### src/rtl/hdmi_layer_mixer.sv
// Fixed-priority N-layer overlay compositor with optional 50 % blend, per-frame layer mask and frame counter.
// Latency: 3 pix_clk cycles for pixel data and vs/hs/de alike.
// Backpressure: none, a free-running pixel stream with a new pixel accepted every cycle. Optional blinking layers: define OVL_BLINK_EN.
module hdmi_layer_mixer #(
    parameter int   NUM_LAYERS = 8,
    parameter int   IDX_W      = 3,
    parameter logic VS_POL     = 1'b1,
    parameter int   BLINK_BIT  = 5
) (
    input  logic                     pix_clk,
    input  logic                     rstn_out,
    input  logic                     vs_in,
    input  logic                     hs_in,
    input  logic                     de_in,
    input  logic [23:0]              bg_data,
    input  logic [NUM_LAYERS-1:0]    layer_en,
    input  logic [24*NUM_LAYERS-1:0] layer_data,
    input  logic [NUM_LAYERS-1:0]    layer_mask,
    input  logic [NUM_LAYERS-1:0]    blend_half,
    input  logic [NUM_LAYERS-1:0]    blink_mask,
    output logic                     vs_out,
    output logic                     hs_out,
    output logic                     de_out,
    output logic [7:0]               r_out,
    output logic [7:0]               g_out,
    output logic [7:0]               b_out,
    output logic                     hit_valid,
    output logic [IDX_W-1:0]         hit_idx,
    output logic [7:0]               frame_cnt
);

    // Frame tracking
    logic                  vs_prev;
    logic                  frame_edge;
    logic [NUM_LAYERS-1:0] mask_shadow;
    logic [NUM_LAYERS-1:0] mask_now;
    logic [NUM_LAYERS-1:0] eff;

    // A pixel arriving on the frame-edge cycle already sees the new mask.
    assign frame_edge = (vs_in == VS_POL) && (vs_prev != VS_POL);
    assign mask_now   = frame_edge ? layer_mask : mask_shadow;

`ifdef OVL_BLINK_EN
    // Blinking layers are hidden while the selected frame_cnt bit is low.
    assign eff = layer_en & mask_now & {NUM_LAYERS{de_in}}
               & ~(blink_mask & ~{NUM_LAYERS{frame_cnt[BLINK_BIT]}});
`else
    logic unused_blink;
    assign unused_blink = ^blink_mask;
    assign eff = layer_en & mask_now & {NUM_LAYERS{de_in}};
`endif

    // Latch the software mask and count frames on each active vs edge.
    always_ff @(posedge pix_clk) begin
        if (!rstn_out) begin
            vs_prev     <= 1'b0;
            mask_shadow <= '1;
            frame_cnt   <= 8'd0;
        end else begin
            vs_prev <= vs_in;
            if (frame_edge) begin
                mask_shadow <= layer_mask;
                frame_cnt   <= frame_cnt + 8'd1;
            end
        end
    end

    // Stage 1 registers
    logic [NUM_LAYERS-1:0]    s1_eff;
    logic [NUM_LAYERS-1:0]    s1_blend;
    logic [24*NUM_LAYERS-1:0] s1_data;
    logic [23:0]              s1_bg;
    logic                     s1_vs, s1_hs, s1_de;

    // S1: capture inputs together with the masked per-layer hit flags.
    always_ff @(posedge pix_clk) begin
        if (!rstn_out) begin
            s1_eff   <= '0;
            s1_blend <= '0;
            s1_data  <= '0;
            s1_bg    <= '0;
            s1_vs    <= 1'b0;
            s1_hs    <= 1'b0;
            s1_de    <= 1'b0;
        end else begin
            s1_eff   <= eff;
            s1_blend <= blend_half;
            s1_data  <= layer_data;
            s1_bg    <= bg_data;
            s1_vs    <= vs_in;
            s1_hs    <= hs_in;
            s1_de    <= de_in;
        end
    end

    // Priority encoder results
    logic             pe_hit;
    logic             pe_blend;
    logic [IDX_W-1:0] pe_idx;
    logic [23:0]      pe_colour;

    // Scan from the lowest priority upward so the lowest set index wins.
    always_comb begin
        pe_hit    = 1'b0;
        pe_blend  = 1'b0;
        pe_idx    = '0;
        pe_colour = s1_bg;
        for (int i = NUM_LAYERS - 1; i >= 0; i--) begin
            if (s1_eff[i]) begin
                pe_hit    = 1'b1;
                pe_blend  = s1_blend[i];
                pe_idx    = IDX_W'(i);
                pe_colour = s1_data[24*i +: 24];
            end
        end
    end

    // Stage 2 registers
    logic             s2_hit, s2_blend;
    logic [IDX_W-1:0] s2_idx;
    logic [23:0]      s2_colour, s2_bg;
    logic             s2_vs, s2_hs, s2_de;

    // S2: register the winning layer and its colour.
    always_ff @(posedge pix_clk) begin
        if (!rstn_out) begin
            s2_hit    <= 1'b0;
            s2_blend  <= 1'b0;
            s2_idx    <= '0;
            s2_colour <= '0;
            s2_bg     <= '0;
            s2_vs     <= 1'b0;
            s2_hs     <= 1'b0;
            s2_de     <= 1'b0;
        end else begin
            s2_hit    <= pe_hit;
            s2_blend  <= pe_blend;
            s2_idx    <= pe_idx;
            s2_colour <= pe_colour;
            s2_bg     <= s1_bg;
            s2_vs     <= s1_vs;
            s2_hs     <= s1_hs;
            s2_de     <= s1_de;
        end
    end

    // Half-and-half mix; two 7-bit halves never exceed 254, so no saturation.
    function automatic logic [7:0] avg_half(input logic [7:0] a, input logic [7:0] b);
        return {1'b0, a[7:1]} + {1'b0, b[7:1]};
    endfunction

    logic [23:0] mix_colour;

    // Choose blended or straight colour for the output stage.
    always_comb begin
        mix_colour = s2_colour;
        if (s2_hit && s2_blend) begin
            mix_colour = {avg_half(s2_colour[23:16], s2_bg[23:16]),
                          avg_half(s2_colour[15:8],  s2_bg[15:8]),
                          avg_half(s2_colour[7:0],   s2_bg[7:0])};
        end
    end

    // S3: drive outputs, forcing black and no hit during blanking.
    always_ff @(posedge pix_clk) begin
        if (!rstn_out) begin
            r_out     <= 8'd0;
            g_out     <= 8'd0;
            b_out     <= 8'd0;
            hit_valid <= 1'b0;
            hit_idx   <= '0;
            vs_out    <= 1'b0;
            hs_out    <= 1'b0;
            de_out    <= 1'b0;
        end else begin
            vs_out <= s2_vs;
            hs_out <= s2_hs;
            de_out <= s2_de;
            if (s2_de) begin
                r_out     <= mix_colour[23:16];
                g_out     <= mix_colour[15:8];
                b_out     <= mix_colour[7:0];
                hit_valid <= s2_hit;
                hit_idx   <= s2_hit ? s2_idx : '0;
            end else begin
                r_out     <= 8'd0;
                g_out     <= 8'd0;
                b_out     <= 8'd0;
                hit_valid <= 1'b0;
                hit_idx   <= '0;
            end
        end
    end

endmodule

### config.mk
export PLATFORM = sky130hd
export DESIGN_NAME = hdmi_layer_mixer
export DESIGN_NICKNAME = d
export VERILOG_FILES = /design/src/rtl/hdmi_layer_mixer.sv
export SDC_FILE = /design/constraint.sdc
export NUM_CORES = 1
export LEC_CHECK = 0
export BUFFER_PORTS_ARGS = -buffer_cell sky130_fd_sc_hd__clkbuf_2
export CORE_ASPECT_RATIO = 1.1
export CORE_MARGIN = 1
export CORE_UTILIZATION = 35
export CTS_CLUSTER_SIZE = 16
export DETAILED_ROUTE_END_ITERATION = 8
export GPL_TIMING_DRIVEN = 0
export PLACE_DENSITY = 0.63
export SYNTH_ARGS = -nofsm -noshare
export SYNTH_HDL_FRONTEND = slang
export SYNTH_SLANG_ARGS = --single-unit
### constraint.sdc
create_clock -name pix_clk -period 2.5 [get_ports pix_clk]
set_clock_uncertainty 0.1 [all_clocks]
set_input_delay 0 -clock pix_clk [delete_from_list [all_inputs] [get_ports pix_clk]]
set_output_delay 0 -clock pix_clk [all_outputs]
set_load 0.1 [all_outputs]
==> impl_summary.txt <==
----------------------------------------------------
[Cells and area]
  Core utilization of the finished layout ... 0.523
  Non-Filler Cell Area, Final ... 17900 sq um
  Count of placed standard cells in the final layout, fillers left out ... approximately 2.2k
  Signed area change from the synthesized netlist to the final layout ... 47.2%
  Final net count ... 2036
  Number of filler instances in the final layout ... 2972
  Proportion of layout cells with a drive suffix above 1 ... 0.222

[Clock tree]
  Clk sink count ... 335
  Insertion delay to the later sink of the worst-skew pair ... ~0.52 ns
  Post_cts resized ... 0
  CTS tree ... yes
  Register clock-pin slew on the reported worst setup and hold paths ... 0.06 ns
  TritonCTS Buffers ... 35
  Clk Tree Root Cell ... sky130_fd_sc_hd__clkbuf_16
  CTS Buffer Depth ... 3
  Deepest level of the CTS H-tree ... 2

[Timing]
  Sum of negative setup slack ... 0 ns
  # setup viols final ... 0
  Max frequency ... 450 MHz
  Portion of the clock cycle consumed by the worst path in the final layout ... 0.889
  Shortest period the worst path allows ... 2.22 ns
  Hold Fails Final Rpt ... 0
  Worst slew margin ... 0.585
  Slew @ Worst Pin ... 0.622 ns
  Unrepaired setup endpoints after global routing ... no
  Final max-slew violation count ... 0

[Global routing]
  Total gr overflow ... 0
  Largest net degree at the start of global routing ... 16
  Global-route usage over all layers ... 0.230
  Global-route wire length before repair ... slightly above 60000 microns
  Most congested layer reported by global routing ... met2
  Via count of the first global-routing pass ... 11.0k
  Met2 Usage GRT ... 0.406
  Met3 track demand over resource in global routing ... 0.0378
  Number of antenna violations at the first check in global routing ... 3
  GR Util met1 ... 0.277

[Job]
  Max Cap Viol ... 0

[Critical path]
  Critical-path cell with the highest stage delay ... sky130_fd_sc_hd__dlygate4sd3_1
  Setup CP Type ... input port to flip-flop
  Data arrival time at the worst-slack endpoint ... roughly 2.6 ns
  Required time at the endpoint of the critical path ... 2.85 ns
  Max incr delay on CP ... 0.66 ns
  Ordered cell list for the critical path ... dlygate4sd3_1 -> clkbuf_2 -> buf_2 -> buf_2 -> nand2_1 -> nor3b_1 -> dlygate4sd3_1
  Type of destination of the critical path ... flip-flop
  Critical-path maximum fanout ... 10
  Critical path startpoint category ... input port

[Synthesis]
  Post-synthesis instance area ... 12200 sq um
  Predominant post-synthesis flop cell ... sky130_fd_sc_hd__dfxtp_1
  Yosys warns ... 0
  Syn Inst Count ... 1186
  Total of flip-flops plus latches after synthesis ... between 300 and 400
  Biggest area contributors in the synthesized netlist ... sky130_fd_sc_hd__dfxtp_1, sky130_fd_sc_hd__and2_1, sky130_fd_sc_hd__a21oi_1
  Dominant cell type by area after synthesis ... sky130_fd_sc_hd__dfxtp_1
  Number of enable-type register cells in the synthesized netlist ... 0
  Syn_nets ... approximately 1.5k
  Syn avg cell area ... ~10 sq um
  Post-synth cell types ... ~50
  Most common library cells after synthesis ... sky130_fd_sc_hd__dfxtp_1, sky130_fd_sc_hd__and2_1, sky130_fd_sc_hd__a21oi_1
  Ys async rst share ... 0
  Sequential fraction of the synthesis area ... 0.551
  Cell with the most instances after synthesis ... sky130_fd_sc_hd__dfxtp_1
  Area fraction of the dominant cell type after synthesis ... 0.551

[Detailed routing]
  DR iter-0 viols ... 620
  WL per Instance ... 18.7 microns
  Vias ... 10.6k
  DRC viols ... 20
  Remaining antenna violation count ... 0
  Routed WL ... about 42000 microns
  Vias per Instance ... 4.75
  Drt pass-1 iters ... 9

[Floorplanning]
  Die area ... 35500 sq um
  Initial cell density of the core ... 0.356
  Number of standard-cell rows in the floorplan ... between 70 and 80
  Width of the die ... approximately 180 microns
  Core area ... 34200 sq um
  I/O pins ... 292
  DIE HEIGHT ... 198 microns

[Min path]
  Path class of the lowest-slack min-delay path ... input port to flip-flop

[Pwr]
  Power Dens Cells ... 712 nW/um^2
  Static Leakage ... 0.00772 uW
  Total chip power ... 12800 uW
  Worst IR drop on VDD ... 568 uV

[Placement]
  Cell Count Post-Placement ... 1907
  Routability cong. ... 0.848
  Post-DP HPWL ... 29800 microns
  Count of input and output buffers ... about 280
  Cell area after placement ... about 14000 sq um

[Run status]
  Failing checks ... design-rule violations
  Run status ... finished, violations left

----------------------------------------------------
-- where the power goes --
part	internal, uW	switching (uW)
Combinational	735	733
Sequential	5620	118
Clock	3390	2160
-- registers in the layout (all words and copies together) (netlist names), 8 cells and up --
| signal | flops |
|---|---|
| b_out | 8 |
| g_out | 8 |
| s2_bg | 21 |
| s1_bg | 24 |
| s2_colour | 24 |
| r_out | 8 |
| frame_cnt | 8 |
| mask_shadow | 8 |
| s1_eff | 8 |
| s1_data | 192 |
| s1_blend | 8 |
-- placed cells by master, fill, tap and decap left out, drive strengths merged, types with 3 or more instances in the layout --
| cell type | netlist | routed |
|---|---|---|
| nor4 | 8 | 8 |
| buf | 29 | 29 |
| o211ai | 14 | 14 |
| and4 | 3 | 3 |
| a311o | 3 | 3 |
| ha | 22 | 22 |
| mux2i | 33 | 33 |
| and3 | 3 | 3 |
| o21bai | 4 | 4 |
| and2 | 256 | 256 |
| nand3 | 17 | 17 |
| dlygate4sd3 | 0 | 252 |
| fa | 3 | 3 |
| nor3b | 10 | 10 |
| o31ai | 18 | 18 |
| a32o | 18 | 18 |
| a221oi | 24 | 24 |
| clkinv | 3 | 10 |
| bufinv | 0 | 5 |
| nor3 | 8 | 8 |
| nor2 | 51 | 51 |
| inv | 48 | 50 |
| or3 | 3 | 3 |
| nand4 | 11 | 11 |
| xor2 | 6 | 6 |
| o21ai | 26 | 26 |
| a222oi | 4 | 4 |
| a221o | 6 | 6 |
| clkbuf | 43 | 375 |
| a21oi | 68 | 68 |
| o221ai | 7 | 7 |
| diode | 0 | 4 |
| dfxtp | 335 | 335 |
| o2111ai | 5 | 5 |
| nor2b | 11 | 11 |
| nand2 | 56 | 56 |
| mux2 | 18 | 18 |
| nand2b | 6 | 6 |
-- final timing paths --
check / from / end / slack [ns] / cells past startpoint
hold / removal: layer_data[159] / s1_data[159]$_SDFF_PN0_ / 0.13 / 3
hold reg to reg: s1_de$_SDFF_PN0_ / s2_de$_SDFF_PN0_ / 0.32 / 1
setup / recovery: rstn_out / s1_eff[4]$_SDFF_PN0_ / 0.28 / 7
setup reg to reg: s1_vs$_SDFF_PN0_ / s1_eff[4]$_SDFF_PN0_ / 0.36 / 6
-- routing by layer --
layer / vias up / part of all wire
met5: - / 0
met4: 0 / 0.038
met2: 385 / 0.49
li1: 5170 / -
met3: 99 / 0.052
met1: 4929 / 0.42
-- cells by family after synthesis --
group | after synthesis | share of synthesized area
buffers and inverters | 123 | 0.0453
and+or+nand+nor | 445 | 0.208
adders and majority gates | 25 | 0.0276
DFF | 335 | 0.551
xor gates and xnor gates | 7 | 0.00504
muxes | 51 | 0.0469
AOI/OAI and AO/OA | 200 | 0.116
-- worst max-delay path: cells and delay by family --
family,cells,cell delay (ns)
buffers and inverters,5,1.92
and+or+nand+nor,2,0.64
-- layout make-up --
class	count	area (sq um)	share of cell area
Inverter	51	191	0.0107
Multi-Input combinational cell	728	4910	0.274
Buffer	72	359	0.0201
Antenna cell	4	10.0	0.000559
Timing Repair Buffer	535	3940	0.220
Clock buffer	49	1020	0.0570
Clock inverter	15	221	0.0124
Tap cell	438	548	0.0306
Sequential cell	335	6710	0.375
-- timing repair --
item	in CTS	in global routing
hold buffers	252	0
endpoints found under the hold margin	246	0
endpoints found under the setup margin	0	0
buffers inserted	0	0
-- stage by stage --
stage                     hold WS, ns  setup slack (ns)
after global placement          0.106             0.485
after global routing            0.125             0.197
after CTS                       0.108             0.316
after detailed placement        0.110             0.413
final                           0.128             0.279
after floorplan                0.0217             0.632
Note: power is estimated with default switching activity, not from simulation.
